$ cat config.mk
export PLATFORM = sky130hd
export DESIGN_NAME = bus_axi_bridge
export DESIGN_NICKNAME = d
export VERILOG_FILES = /design/src/rtl/bus_axi_bridge.sv
export SDC_FILE = /design/constraint.sdc
export NUM_CORES = 1
export LEC_CHECK = 0
export ABC_AREA = 1
export BUFFER_PORTS_ARGS = -buffer_cell sky130_fd_sc_hd__buf_2
export CAP_MARGIN = 25
export CORE_AREA = 2 2 124 126
export CTS_BUF_LIST = sky130_fd_sc_hd__clkbuf_8
export DETAILED_ROUTE_END_ITERATION = 6
export DIE_AREA = 0 0 126 128
export PLACE_DENSITY_LB_ADDON = 0.25
export RECOVER_POWER = 50
export SYNTH_ARGS = -nofsm -noshare
export SYNTH_HDL_FRONTEND = slang
export SYNTH_SLANG_ARGS = --single-unit
$ cat constraint.sdc
create_clock -name clk -period 1.38 [get_ports clk]
set_clock_uncertainty 0.05 [all_clocks]
set_input_delay 0.069 -clock clk [delete_from_list [all_inputs] [get_ports clk]]
set_output_delay 0.069 -clock clk [all_outputs]
set_load 0.05 [all_outputs]
$ cat src/rtl/bus_axi_bridge.sv
// ---------------------------------------------------------------------------
// bus_axi_bridge
//
// Purpose:
//   Bridges a simple Avalon-style slave bus (read/write strobes with
//   waitrequest) onto an AXI4 master port. Only one transaction is in flight
//   at a time, and every AXI transaction is a single-beat INCR burst.
//   A response-wait timeout keeps the slave bus from locking up when the
//   AXI side never answers.
//
// Parameters:
//   ADDR_W  - address width
//   DATA_W  - data width (32, 64 or 128)
//   ID_W    - AXI ID width
//   AXI_ID  - ID driven on awid/arid and required on bid/rid
//   TIMEOUT - response-wait limit in cycles, 0 disables the timeout
//
// Ports:
//   clk, rst_n             - clock (rising edge), async active-low reset
//   slv_bus_*              - slave-side request/response bus
//   mst_axi_aw* / mst_axi_w*  - AXI write address / write data channels
//   mst_axi_b*             - AXI write response channel
//   mst_axi_ar* / mst_axi_r*  - AXI read address / read data channels
// ---------------------------------------------------------------------------
module bus_axi_bridge #(
  parameter int ADDR_W  = 32,
  parameter int DATA_W  = 32,
  parameter int ID_W    = 4,
  parameter int AXI_ID  = 0,
  parameter int TIMEOUT = 1023
) (
  input  logic                clk,
  input  logic                rst_n,

  input  logic [ADDR_W-1:0]   slv_bus_addr,
  input  logic                slv_bus_read,
  input  logic                slv_bus_write,
  input  logic [DATA_W-1:0]   slv_bus_writedata,
  input  logic [DATA_W/8-1:0] slv_bus_byteenable,
  output logic [DATA_W-1:0]   slv_bus_readdata,
  output logic [1:0]          slv_bus_response,
  output logic                slv_bus_waitrequest,

  output logic [ID_W-1:0]     mst_axi_awid,
  output logic [ADDR_W-1:0]   mst_axi_awaddr,
  output logic [7:0]          mst_axi_awlen,
  output logic [2:0]          mst_axi_awsize,
  output logic [1:0]          mst_axi_awburst,
  output logic                mst_axi_awlock,
  output logic [3:0]          mst_axi_awcache,
  output logic [2:0]          mst_axi_awprot,
  output logic [3:0]          mst_axi_awqos,
  output logic                mst_axi_awvalid,
  input  logic                mst_axi_awready,

  output logic [DATA_W-1:0]   mst_axi_wdata,
  output logic [DATA_W/8-1:0] mst_axi_wstrb,
  output logic                mst_axi_wlast,
  output logic                mst_axi_wvalid,
  input  logic                mst_axi_wready,

  input  logic [ID_W-1:0]     mst_axi_bid,
  input  logic [1:0]          mst_axi_bresp,
  input  logic                mst_axi_bvalid,
  output logic                mst_axi_bready,

  output logic [ID_W-1:0]     mst_axi_arid,
  output logic [ADDR_W-1:0]   mst_axi_araddr,
  output logic [7:0]          mst_axi_arlen,
  output logic [2:0]          mst_axi_arsize,
  output logic [1:0]          mst_axi_arburst,
  output logic                mst_axi_arlock,
  output logic [3:0]          mst_axi_arcache,
  output logic [2:0]          mst_axi_arprot,
  output logic [3:0]          mst_axi_arqos,
  output logic                mst_axi_arvalid,
  input  logic                mst_axi_arready,

  input  logic [ID_W-1:0]     mst_axi_rid,
  input  logic [DATA_W-1:0]   mst_axi_rdata,
  input  logic [1:0]          mst_axi_rresp,
  input  logic                mst_axi_rlast,
  input  logic                mst_axi_rvalid,
  output logic                mst_axi_rready
);

  localparam logic [ID_W-1:0] ID_VAL  = ID_W'(AXI_ID);
  localparam logic [2:0]      AX_SIZE = 3'($clog2(DATA_W/8));
  localparam int              CNT_W   = (TIMEOUT > 1) ? $clog2(TIMEOUT + 1) : 1;
  localparam logic [CNT_W-1:0] TMO_VAL = CNT_W'(TIMEOUT);

  typedef enum logic [2:0] {
    IDLE,
    WADDR,
    WRESP,
    RADDR,
    RDATA,
    DONE
  } state_e;

  state_e                state_q, state_d;
  logic [ADDR_W-1:0]     addr_q, addr_d;
  logic [DATA_W-1:0]     wdata_q, wdata_d;
  logic [DATA_W/8-1:0]   wstrb_q, wstrb_d;
  logic                  awvalid_q, awvalid_d;
  logic                  wvalid_q, wvalid_d;
  logic                  arvalid_q, arvalid_d;
  logic [CNT_W-1:0]      cnt_q, cnt_d;
  logic [DATA_W-1:0]     readdata_q, readdata_d;
  logic [1:0]            resp_q, resp_d;
  logic                  abandon_q, abandon_d;

  logic                  req;
  logic                  busy;
  logic                  keep_result;
  logic                  timeout_hit;

  assign req  = slv_bus_read | slv_bus_write;
  assign busy = (state_q == WADDR) || (state_q == WRESP) ||
                (state_q == RADDR) || (state_q == RDATA);

  // A result is only published if the master has held its request for the
  // whole transaction; otherwise the AXI side finishes but the answer is lost.
  assign keep_result = req & ~abandon_q;

  assign timeout_hit = (TIMEOUT != 0) && (cnt_q == TMO_VAL);

  // Constant AXI sideband: single-beat INCR bursts of full bus width.
  assign mst_axi_awid    = ID_VAL;
  assign mst_axi_awlen   = 8'd0;
  assign mst_axi_awsize  = AX_SIZE;
  assign mst_axi_awburst = 2'b01;
  assign mst_axi_awlock  = 1'b0;
  assign mst_axi_awcache = 4'd0;
  assign mst_axi_awprot  = 3'd0;
  assign mst_axi_awqos   = 4'd0;
  assign mst_axi_arid    = ID_VAL;
  assign mst_axi_arlen   = 8'd0;
  assign mst_axi_arsize  = AX_SIZE;
  assign mst_axi_arburst = 2'b01;
  assign mst_axi_arlock  = 1'b0;
  assign mst_axi_arcache = 4'd0;
  assign mst_axi_arprot  = 3'd0;
  assign mst_axi_arqos   = 4'd0;
  assign mst_axi_wlast   = 1'b1;

  // Address and data come straight from the captured registers, which only
  // change in IDLE, so they are stable for as long as any valid is high.
  assign mst_axi_awaddr  = addr_q;
  assign mst_axi_araddr  = addr_q;
  assign mst_axi_wdata   = wdata_q;
  assign mst_axi_wstrb   = wstrb_q;
  assign mst_axi_awvalid = awvalid_q;
  assign mst_axi_wvalid  = wvalid_q;
  assign mst_axi_arvalid = arvalid_q;

  // Response channels are also open in IDLE so stray or late beats drain.
  assign mst_axi_bready  = (state_q == WRESP) || (state_q == IDLE);
  assign mst_axi_rready  = (state_q == RDATA) || (state_q == IDLE);

  assign slv_bus_readdata    = readdata_q;
  assign slv_bus_response    = resp_q;
  assign slv_bus_waitrequest = req & (state_q != DONE);

  always_comb begin
    state_d    = state_q;
    addr_d     = addr_q;
    wdata_d    = wdata_q;
    wstrb_d    = wstrb_q;
    awvalid_d  = awvalid_q;
    wvalid_d   = wvalid_q;
    arvalid_d  = arvalid_q;
    cnt_d      = cnt_q;
    readdata_d = readdata_q;
    resp_d     = resp_q;
    abandon_d  = abandon_q;

    case (state_q)
      IDLE: begin
        cnt_d     = '0;
        abandon_d = 1'b0;
        if (slv_bus_write) begin
          addr_d    = slv_bus_addr;
          wdata_d   = slv_bus_writedata;
          wstrb_d   = slv_bus_byteenable;
          awvalid_d = 1'b1;
          wvalid_d  = 1'b1;
          state_d   = WADDR;
        end else if (slv_bus_read) begin
          addr_d    = slv_bus_addr;
          wdata_d   = slv_bus_writedata;
          wstrb_d   = slv_bus_byteenable;
          arvalid_d = 1'b1;
          state_d   = RADDR;
        end
      end

      WADDR: begin
        // AW and W complete independently; a channel whose valid is already
        // low has finished its handshake earlier.
        if (awvalid_q && mst_axi_awready) begin
          awvalid_d = 1'b0;
        end
        if (wvalid_q && mst_axi_wready) begin
          wvalid_d = 1'b0;
        end
        if ((!awvalid_q || mst_axi_awready) && (!wvalid_q || mst_axi_wready)) begin
          state_d = WRESP;
        end
      end

      WRESP: begin
        if (mst_axi_bvalid && (mst_axi_bid == ID_VAL)) begin
          if (keep_result) begin
            resp_d = mst_axi_bresp;
          end
          state_d = DONE;
        end
      end

      RADDR: begin
        if (mst_axi_arready) begin
          arvalid_d = 1'b0;
          state_d   = RDATA;
        end
      end

      RDATA: begin
        if (mst_axi_rvalid && mst_axi_rlast && (mst_axi_rid == ID_VAL)) begin
          if (keep_result) begin
            readdata_d = mst_axi_rdata;
            resp_d     = mst_axi_rresp;
          end
          state_d = DONE;
        end
      end

      DONE: begin
        state_d = IDLE;
      end

      default: begin
        state_d = IDLE;
      end
    endcase

    // Timeout supervision overrides whatever the busy state decided above.
    if (busy) begin
      cnt_d     = cnt_q + CNT_W'(1);
      abandon_d = abandon_q | ~req;
      if (timeout_hit) begin
        state_d   = DONE;
        awvalid_d = 1'b0;
        wvalid_d  = 1'b0;
        arvalid_d = 1'b0;
        if (keep_result) begin
          readdata_d = '0;
          resp_d     = 2'b11;
        end
      end
    end
  end

  always_ff @(posedge clk or negedge rst_n) begin
    if (!rst_n) begin
      state_q    <= IDLE;
      addr_q     <= '0;
      wdata_q    <= '0;
      wstrb_q    <= '0;
      awvalid_q  <= 1'b0;
      wvalid_q   <= 1'b0;
      arvalid_q  <= 1'b0;
      cnt_q      <= '0;
      readdata_q <= '0;
      resp_q     <= 2'b00;
      abandon_q  <= 1'b0;
    end else begin
      state_q    <= state_d;
      addr_q     <= addr_d;
      wdata_q    <= wdata_d;
      wstrb_q    <= wstrb_d;
      awvalid_q  <= awvalid_d;
      wvalid_q   <= wvalid_d;
      arvalid_q  <= arvalid_d;
      cnt_q      <= cnt_d;
      readdata_q <= readdata_d;
      resp_q     <= resp_d;
      abandon_q  <= abandon_d;
    end
  end

endmodule

; ---- Word-level counts from Yosys, hierarchy flattened
; Cells that the tools add are included.
[classes]
add_sub_neg = 1
eq_ne = 6
mux = 49
bitwise_logic = 6
n_reduce_logical = 21
[op_table]
columns = operator, n
row1 = 2-to-1 mux 32 bit, 10
row2 = 2-to-1 mux 3 bit, 8
row3 = 2-to-1 mux 10 bit, 2
row4 = 2-to-1 mux 1 bit, 15
row5 = one-hot mux 3 bit (5 select lines), 1
row6 = 2-to-1 mux 2 bit, 7
row7 = "adder 10 x 1 -> 10 bit, second input constant", 1
row8 = "equality test 10 bit, second input constant", 1
row9 = logical NOT 4 bit, 2
row10 = 2-to-1 mux 4 bit, 2
row11 = logical OR 1 bit, 7
row12 = "equality test 3 x 2 -> 1 bit, second input constant", 2
row13 = logical AND 1 bit, 6
row14 = one-hot mux 1 bit (2 select lines), 3
row15 = one-hot mux 2 bit (2 select lines), 1
row16 = nonzero test 2 bit, 2
row17 = "equality test 3 x 1 -> 1 bit, second input constant", 1
row18 = "equality test 3 bit, second input constant", 1
row19 = logical NOT 3 bit, 1
row20 = "inequality test 3 bit, second input constant", 1
row21 = AND 1 bit, 2
row22 = logical NOT 1 bit, 2
row23 = NOT 1 bit, 2
row24 = OR 1 bit, 2
row25 = AND reduction 2 bit, 1
[totals]
register_bits = 119
input_bits = 122
out_inout_bits = 199
wordCells = 94

; ---- Longest topological paths before layout
; Gate-level depths: netlist (run 1).
[depth]
depth_word = 8
depth_mapped = 9
mapped_depth_nobuf = 9

; ---- Least setup slack after synthesis (run 1)
; Ideal clock, no wire load.
[synth_path]
kind = register to register
startpoint = register state_q[2]
endpoint = register state_q[1]
setup_time_ns = 0.066
t_arrival_ns = 1.752
t_required_ns = 1.264
path_slack_ns = -0.487
path_stages_with_launch = 7
path_buffers = 0
period_less_slack_ns = 1.867
path_cell_list = dfrtp_1 > nor2_1 > nand2_1 > inv_1 > nand2_1 > nand4_1 > and2_1
[synth_via]
elab_chain_cells = 5
word_cells_on_any_way = 11
[synth_lines]
columns = element, line_no
row1 = start: declaration, 101  ; state_e state_q, state_d;
row2 = start signal: assignment, 278  ; state_q <= state_d;
row3 = branches (longest 4 deep; another with one-hot mux 3 bit (5 select lines)), --
row4 = 2-to-1 mux 3 bit (*), 248  ; if (busy) begin
row5 = net state_d[1], 101
; Mark *: on every way through the listed nets, which the timed path passes.
; A chain may end at the register's enable or synchronous reset.

; ---- Final worst setup path (run 1)
[layout_path]
startpoint = register state_q[1]
endpoint = register state_q[0]
; Same word-level chain as after synthesis.

==> impl_metrics.ini, run 1 <==
[run_status]
outcome = finished with violations
violations = negative setup slack

[routing]
drtIter0Drc = 334
drc = 0
met1_length_mm = 8.481
num_vias = 6340
via_per_inst = 4.851
top_layer = met4
wl_per_cell_um = 16.39
drtAntennaViolNets = 0
wl_met3_mm = 1.110
wl_met2_mm = 11.19
finalWirelength_mm = 21.42
drtPass1Iterations = 7

[cts]
clock-sinks = 119
h-tree-depth = 4
clkLatencyLatePin_ns = 0.45
clock_path_buffers = 2
cts_tree = built
clockRootBuffer = clkbuf_8
path_clk_slew_ns = 0.08
numCtsBuffers = 17

[worst_setup_path]
required_ns = 1.70
critPathKind = reg2reg
end_kind = flip-flop
start_kind = flip-flop
critical_path.max_fanout = 5
crit_arrival_ns = 1.96

[flow_run]
max-cap-violations = 0

[finish]
num-nets-final = 1229
fin_util_pct = 67.93
area.growth.synth_to_final_pct = 66.77
layout-drive-gt1-share_pct = 44.10
final_cells = 1307

[power_and_ir_drop]
power_density_mw_per_mm2 = 2532
pwr-share-clk_pct = 13.8
switchingPower_mw = 13.26
sequentialPowerShare_pct = 22.3
p_sw_share_pct = 51.85
p_leak_nw = 5.314
p_comb_share_pct = 64.0
ir_drop_mv = 1.370
intPower_mw = 12.31

[logic_synthesis]
ys_ff_latch = 119
synth.avg_cell_area_um2 = 8.674
synth_top_area_share_pct = 49.18
ys_warn_count = 0
yosysUniqueCellTypes = 30
netlist_top_cells_area = dfrtp_1 49%, nand2_1 13%, buf_4 12%
synth_area_mm2 = 0.006055
ys_seq_area_share_pct = 49.18
netlist_instances = 698
synth_top_area_cell = dfrtp_1

[placement]
pre_cts_ws_ns = -0.1337
dp.cells = 1117
place_congestion = 0.8254
numPortBuffers = 261
place_hpwl_mm = 11.48

[die]
core_mm2 = 0.01486
start_util_pct = 40.73
row_count = 45
die_w_um = 126
fp.dieArea_mm2 = 0.01613
die_y_um = 128
io_pins = 321

[timing]
hold_viol = 0
tns_ns = -23.27
layout_setup_ws_ns = -0.2606
holdWs_ns = 0.04685
fmax_mhz = 609.6
post-route-min-period_ns = 1.641
worstMarginPinSlew_ns = 0.7588
rsz0062_at_grt = true
max-slew-margin-rel_pct = 49.41
report.final.slew_viol_count = 0
finalCritPeriodShare_pct = 118.9
finalSetupViolations = 120

[global_route]
grt_pass1_wl_mm = 31.84
first_global_vias = 6350
antenna_found_initial = 1
grt_usage_pct = 25.04
grt_start_max_net_pins = 39
grt_overflow = 0

[worst_hold_path]
hp-class = in2reg
cell usage after synthesis, drive strengths merged:
library cell	number
and2	1
clkbuf	10
nor3	6
dfrtp	119
conb	2
inv	27
o21a	1
a21oi	44
nand3	87
nand4	34
a22o	1
nand2	206
ha	1
or2	1
o21ai	7
xor2	1
nand3b	4
buf	120
nor2	26
power by group through the flow:
stage | Combinational, mW | Sequential (mW) | Clock, mW
global route | 17.2 | 5.84 | 3.73
CTS | 15.2 | 5.49 | 3.58
finish | 16.4 | 5.69 | 3.52
global placement | 11.9 | 5.49 | 0
detailed placement | 12.0 | 5.54 | 0
floorplan | 6.07 | 9.29 | 0
layer usage:
metal	global-route usage [%]	vias up
li1	-	2963
met1	28.11	3062
met2	45.29	271
met3	5.718	44
met4	11.44	0
met5	0	-
logic make-up after synthesis:
logic type	synth area share (%)
xor+xnor	0.1447
compound gates	5.724
flops	49.18
other cells	0.1240
fa+ha+maj	0.2066
simple gates	27.20
buf+inv	17.42
worst max-delay path: stages, from the launching register on:
cell     delay [ns]
dfrtp_1        0.41
buf_6          0.13
nor2_4         0.11
inv_2          0.06
nor2_4         0.13
buf_6          0.16
nand2_4        0.15
buf_4          0.19
nand2_1        0.06
nor2_1         0.04
nand3_1        0.08
state kept, by name, summed over array words and instances, names as in the netlist:
register          cells
mst_axi_wvalid        1
slv_bus_response      2
mst_axi_awvalid       1
cnt_q                10
mst_axi_wstrb         4
state_q               3
abandon_q             1
mst_axi_arvalid       1
mst_axi_wdata        32
slv_bus_readdata     32
mst_axi_araddr       32
layout make-up:
| cell class | instances | area, um^2 |
|---|---|---|
| inverter | 27 | 118.9 |
| timing repair buffer | 461 | 3666 |
| fill | 1174 | 4767 |
| multi-input combinational | 480 | 2665 |
| antenna | 1 | 2.502 |
| tap | 188 | 235.2 |
| clock inverter | 11 | 155.1 |
| sequential | 119 | 2979 |
| clock buffer | 20 | 275.3 |
placed cells by master (no fill, tap or decap), types with 5 or more instances in the layout:
cell type / synthesis / routed
a21oi_1: 26 / 21
a21oi_2: 17 / 21
buf_12: 0 / 9
buf_16: 0 / 12
buf_2: 10 / 248
buf_4: 100 / 32
buf_6: 10 / 20
buf_8: 0 / 5
clkbuf_16: 0 / 6
clkbuf_2: 0 / 12
clkbuf_8: 0 / 20
conb_1: 2 / 59
dfrtp_1: 119 / 118
dlygate4sd3_1: 0 / 114
inv_1: 23 / 19
inv_2: 3 / 5
nand2_1: 203 / 150
nand2_2: 2 / 33
nand2_4: 1 / 23
nand3_1: 85 / 79
nand3_2: 2 / 5
nand4_1: 34 / 34
nor2_1: 19 / 15
nor2_4: 3 / 8
o21ai_1: 0 / 5
worst paths after layout:
path                              startpoint                   end  slack [ns]  depth (start not counted)
max in group asynchronous              rst_n            state_q[2]        0.07                          3
max                               state_q[1]            state_q[0]       -0.26                         10
min in group asynchronous              rst_n    mst_axi_araddr[29]        0.17                          2
max reg2reg                       state_q[1]            state_q[0]       -0.26                         10
min                           mst_axi_rid[3]  slv_bus_readdata[31]        0.05                          6
min reg2reg                mst_axi_wdata[22]     mst_axi_wdata[22]        0.42                          2
per-stage QoR:
stage | total power [mW] | cell area [um^2]
floorplan | 15.36 | 6342
global placement | 17.41 | 7356
detailed placement | 17.51 | 7356
CTS | 24.28 | 9589
global route | 26.80 | 10100
finish | 25.57 | 10100
timing repair:
action | CTS | global route
endpoints found under the setup margin | 114 | 122
pin swaps | 13 | 12
hold buffers | 114 | 0
endpoints found under the hold margin | 227 | 0
cloned | 12 | 10
buffers inserted | 22 | 6
gates resized for setup | 50 | 115
No activity file was read; power rests on OpenSTA's default activity.
==> inputs of run 2 (changes only) <==
Settings changed: SKIP_CTS_REPAIR_TIMING from default to 1.
==> run 2 against run 1 <==
The flow still finishes with violations (negative setup slack); cell count decreased by 1.3%; setup slack improved by 0.034 ns; first-iteration DRC count down 11%; register-to-register slack improved by 0.03 ns; routed wire length decreased by 0.85%; non-clock buffer count is 17 lower; design area decreased by 2.4%; fmax increased by 2.1%; combinational power fell by 7%; sequential share of layout area grew 0.73 points; global-route usage is 5.0 points lower.
==> impl_metrics.ini, run 2 (synthesis results as in run 1) <==
[finish]
num-nets-final = 1212
area.growth.synth_to_final_pct = 62.76
nFillCells = 1201
layout_commonest_cell = buf_2
final_cell_mix = 248 x buf_2, 181 x nand2_1, 118 x dfrtp_1, 110 x dlygate4sd3_1, 59 x conb_1
multi_input_area_mm2 = 0.002670
regArea_mm2 = 0.002979
layout-drive-gt1-share_pct = 44.60

[timing]
max-slew-margin-rel_pct = 50.93
finalSetupViolations = 116
finalCritPeriodShare_pct = 116.4
worstMarginPinSlew_ns = 0.7360
post-route-min-period_ns = 1.607
layout_setup_ws_ns = -0.2267
hold_viol = 0
report.final.slew_viol_count = 0
fmax_mhz = 622.4
rsz0062_at_grt = true
holdWs_ns = 0.01917

[die]
die_w_um = 126
core_mm2 = 0.01486
start_util_pct = 40.73
die_y_um = 128
fp.dieArea_mm2 = 0.01613
row_count = 45
io_pins = 321

[global_route]
grt_overflow = 0
first_global_vias = 5146
grt_start_max_net_pins = 69
antenna_found_initial = 1
grt_pass1_wl_mm = 25.74
grt_usage_pct = 20.05

[routing]
via_per_inst = 4.819
drc = 0
wl_per_cell_um = 16.47
drtPass1Iterations = 4
drtIter0Drc = 297
num_vias = 6217
drtAntennaViolNets = 0
finalWirelength_mm = 21.24

[placement]
numPortBuffers = 261
place_hpwl_mm = 11.48
place_congestion = 0.8254
pre_cts_ws_ns = -0.1337

[worst_setup_path]
cpPeakStageDelay_ns = 0.41
critical_path.max_fanout = 6
crit_arrival_ns = 1.89
crit_chain = nor2_4, inv_2, nor2_4, buf_12, buf_12, clkbuf_16, a21oi_2, o21a_1
end_kind = flip-flop
critPathBufInv = 4
critPathKind = reg2reg
cp_slowest_cell = dfrtp_1
cp_top_family = buffers and inverters
required_ns = 1.67
start_kind = flip-flop

[cts]
clock_path_buffers = 2
clock-sinks = 119
h-tree-depth = 4
cts_tree = built
clkLatencyLatePin_ns = 0.45
clockRootBuffer = clkbuf_8
numCtsBuffers = 17
path_clk_slew_ns = 0.07

[power_and_ir_drop]
p_leak_nw = 5.167
power.total_mw = 24.33
ir_drop_mv = 1.356
power_density_mw_per_mm2 = 2468

[run_status]
violations = negative setup slack
outcome = finished with violations

[flow_run]
max-cap-violations = 0

[worst_hold_path]
hp-class = in2reg
run 2: cell types whose count changed in the layout (fill, tap and decap cells not counted), sizes merged:
cell,before,now
buf,326,307
clkbuf,41,47
clkinv,4,5
dlygate4sd3,114,110
inv,29,28
run 2: cell type report:
cell class | count | area share, %
inverters | 27 | 1.155
repair buffers | 444 | 34.74
clock inverters | 11 | 1.574
multi-input cells | 480 | 27.09
diodes | 1 | 0.02539
well taps | 188 | 2.387
clock buffers | 20 | 2.793
flip-flops and latches | 119 | 30.23
run 2: worst paths after layout:
check / from / to / slack [ns] / depth (start not counted)
worst max register to register: state_q[0] / cnt_q[7] / -0.23 / 8
worst min register to register: mst_axi_wdata[21] / mst_axi_wdata[21] / 0.42 / 2
worst min-delay path: mst_axi_rlast / slv_bus_readdata[31] / 0.02 / 5
min in group asynchronous: rst_n / mst_axi_araddr[26] / 0.17 / 2
max in group asynchronous: rst_n / state_q[2] / 0.11 / 3
worst max-delay path: state_q[0] / cnt_q[7] / -0.23 / 8
run 2: layer usage:
layer | share of wire (%) | wire length [um] | global-route usage [%]
met1 | 39 | 8337 | 24.56
met4 | 1.8 | 385 | 6.917
met3 | 6.2 | 1324 | 5.927
met5 | 0 | 0 | 0
met2 | 53 | 11200 | 33.93
run 2: tightest hold or removal path, delay by kind of cell:
kind / cells / cell delay, ns
buf+inv: 1 / 0.10
compound gates: 1 / 0.06
simple gates: 3 / 0.26
run 2: power by group:
group	leakage [nW]	switching (mW)	internal (mW)	total [mW]
clock network	0.227	1.44	2.08	3.51
logic	3.41	10.5	4.72	15.2
registers	1.53	0.870	4.71	5.58
run 2: through the flow:
step	setup TNS, ns	cells	cell area, um^2	utilization, %
after floorplan	-17.91	755	6342	-
after global placement	-4.285	1117	7356	49.49
after detailed placement	-7.746	1117	7356	49.49
after CTS	-11.15	1148	7786	52.38
after global routing	-28.44	1290	9854	66.30
final	-15.66	1290	9854	66.30
==> inputs of run 3 (changes only) <==
Settings changed: TNS_END_PERCENT from default to 1.
==> run 3 against run 2 <==
The flow still finishes with violations (negative setup slack); register-to-register slack improved by 0.11 ns; sequential share of layout area is 3.4 points higher; sequential power decreased by 0.9%; fmax is 5.1% higher; global-route usage is 0.30 points lower; combinational power down 19%; core utilization is 6.8 points lower; first-iteration DRC count shrank 22%; power down 14%; critical endpoint is now mst_axi_rready; largest cell class is now registers; highest routed layer unchanged.
==> impl_metrics.ini, run 3 (synthesis results as in run 1) <==
[run_status]
outcome = finished with violations
violations = negative setup slack

[timing]
holdWs_ns = 0.01921
post-route-min-period_ns = 1.528
finalSetupViolations = 111
finalCritPeriodShare_pct = 110.8
max-slew-margin-rel_pct = 53.05
worstMarginPinSlew_ns = 0.7042
rsz0062_at_grt = true
report.final.slew_viol_count = 0
hold_viol = 0
fmax_mhz = 654.3
layout_setup_ws_ns = -0.1484

[global_route]
first_global_vias = 5042
grt_overflow = 0
antenna_found_initial = 2
grt_usage_pct = 19.75
grt_pass1_wl_mm = 25.26
grt_start_max_net_pins = 70

[worst_setup_path]
crit_chain = nor2_4, buf_4, clkbuf_4
start_kind = flip-flop
required_ns = 1.26
reg2reg_to = slv_bus_readdata[19]
r2r_start = cnt_q[0]
critPathKind = reg2out
startpoint = state_q[1]
critPathBufInv = 2
crit_arrival_ns = 1.41
critical_path.max_fanout = 4
cp_top_family = flip-flops
regToRegSetupSlack_ns = -0.12
cpPeakStageDelay_ns = 0.42
rr_worst_depth = 9
end_kind = output port
cp_slowest_cell = dfrtp_1

[power_and_ir_drop]
ir_drop_mv = 1.064
p_leak_nw = 4.771
power_density_mw_per_mm2 = 2374

[cts]
clock-sinks = 119
h-tree-depth = 4
cts_tree = built
numCtsBuffers = 17
path_clk_slew_ns = 0.07
clkLatencyLatePin_ns = 0.44
clockRootBuffer = clkbuf_8
clock_path_buffers = 2

[finish]
area.growth.synth_to_final_pct = 46.13
final_cells = 1257
final_cell_mix = 237 x buf_2, 200 x nand2_1, 118 x dfrtp_1, 110 x dlygate4sd3_1, 85 x nand3_1
nFillCells = 1278
regArea_mm2 = 0.002979
multi_input_area_mm2 = 0.002280
layout-drive-gt1-share_pct = 35.49
layout_commonest_cell = buf_2
fin_area_mm2 = 0.008847
num-nets-final = 1178

[routing]
num_vias = 5857
drc = 0
drtPass1Iterations = 5
drtAntennaViolNets = 0
drtIter0Drc = 231
via_per_inst = 4.660
wl_per_cell_um = 13.97
finalWirelength_mm = 17.56

[flow_run]
max-cap-violations = 0

[die]
die_w_um = 126
die_y_um = 128
fp.dieArea_mm2 = 0.01613
row_count = 45
start_util_pct = 40.73
io_pins = 321
core_mm2 = 0.01486

[worst_hold_path]
worstHoldEndpoint = mst_axi_arvalid
hold_depth = 4
hp-class = in2reg
worstHoldStart = slv_bus_write

[placement]
postPlaceCellArea_mm2 = 0.007302
numPortBuffers = 261
place_congestion = 0.7876
dp.cells = 1112
place_hpwl_mm = 11.52
## run 3: tightest hold or removal path, stage by stage
cell and delay, ns:
buf_2 0.07, inv_1 0.11, nand3_1 0.14, a21oi_1 0.07
## run 3: per-layer routing
metal	part of all wire (%)	routed length [um]	global-route usage, %
met5	0	0	0
met4	1.6	282	6.593
met3	5.9	1041	5.676
met2	52	9126	33.71
met1	40	7108	24.13
## run 3: through the flow
stage                     utilization [%]  power [mW]  setup TNS [ns]  setup slack [ns]
after CTS                           51.84       20.74          -10.33           -0.2956
after floorplan                         -       15.22          -19.33           -0.2220
after global routing                59.52       22.20          -22.21           -0.2414
final                               59.52       21.01          -9.120           -0.1484
after detailed placement            49.12       17.50          -8.330           -0.1349
after global placement              49.12       17.37          -4.207          -0.08330
## run 3: final cells by class
class                   count  area share, %
flip-flops and latches    119          33.67
repair buffers            411          32.09
multi-input cells         479          25.77
clock buffers              20          3.111
well taps                 188          2.659
clock inverters            12          1.443
inverters                  27          1.230
diodes                      1        0.02828
## run 3: how the worst max path moves through the flow
stage	endpoint	slack (ns)	cells past startpoint
after floorplan	slv_bus_readdata[10]	-0.22	7
after global placement	slv_bus_readdata[20]	-0.08	9
after detailed placement	cnt_q[6]	-0.13	7
after CTS	slv_bus_waitrequest	-0.30	4
after global routing	slv_bus_readdata[11]	-0.24	9
final	mst_axi_rready	-0.15	3
## run 3: power breakdown
part / internal (mW) / total, mW / switching, mW
combinational: 2.98 / 12.3 / 9.32
sequential: 4.71 / 5.53 / 0.819
clock: 1.74 / 3.18 / 1.45
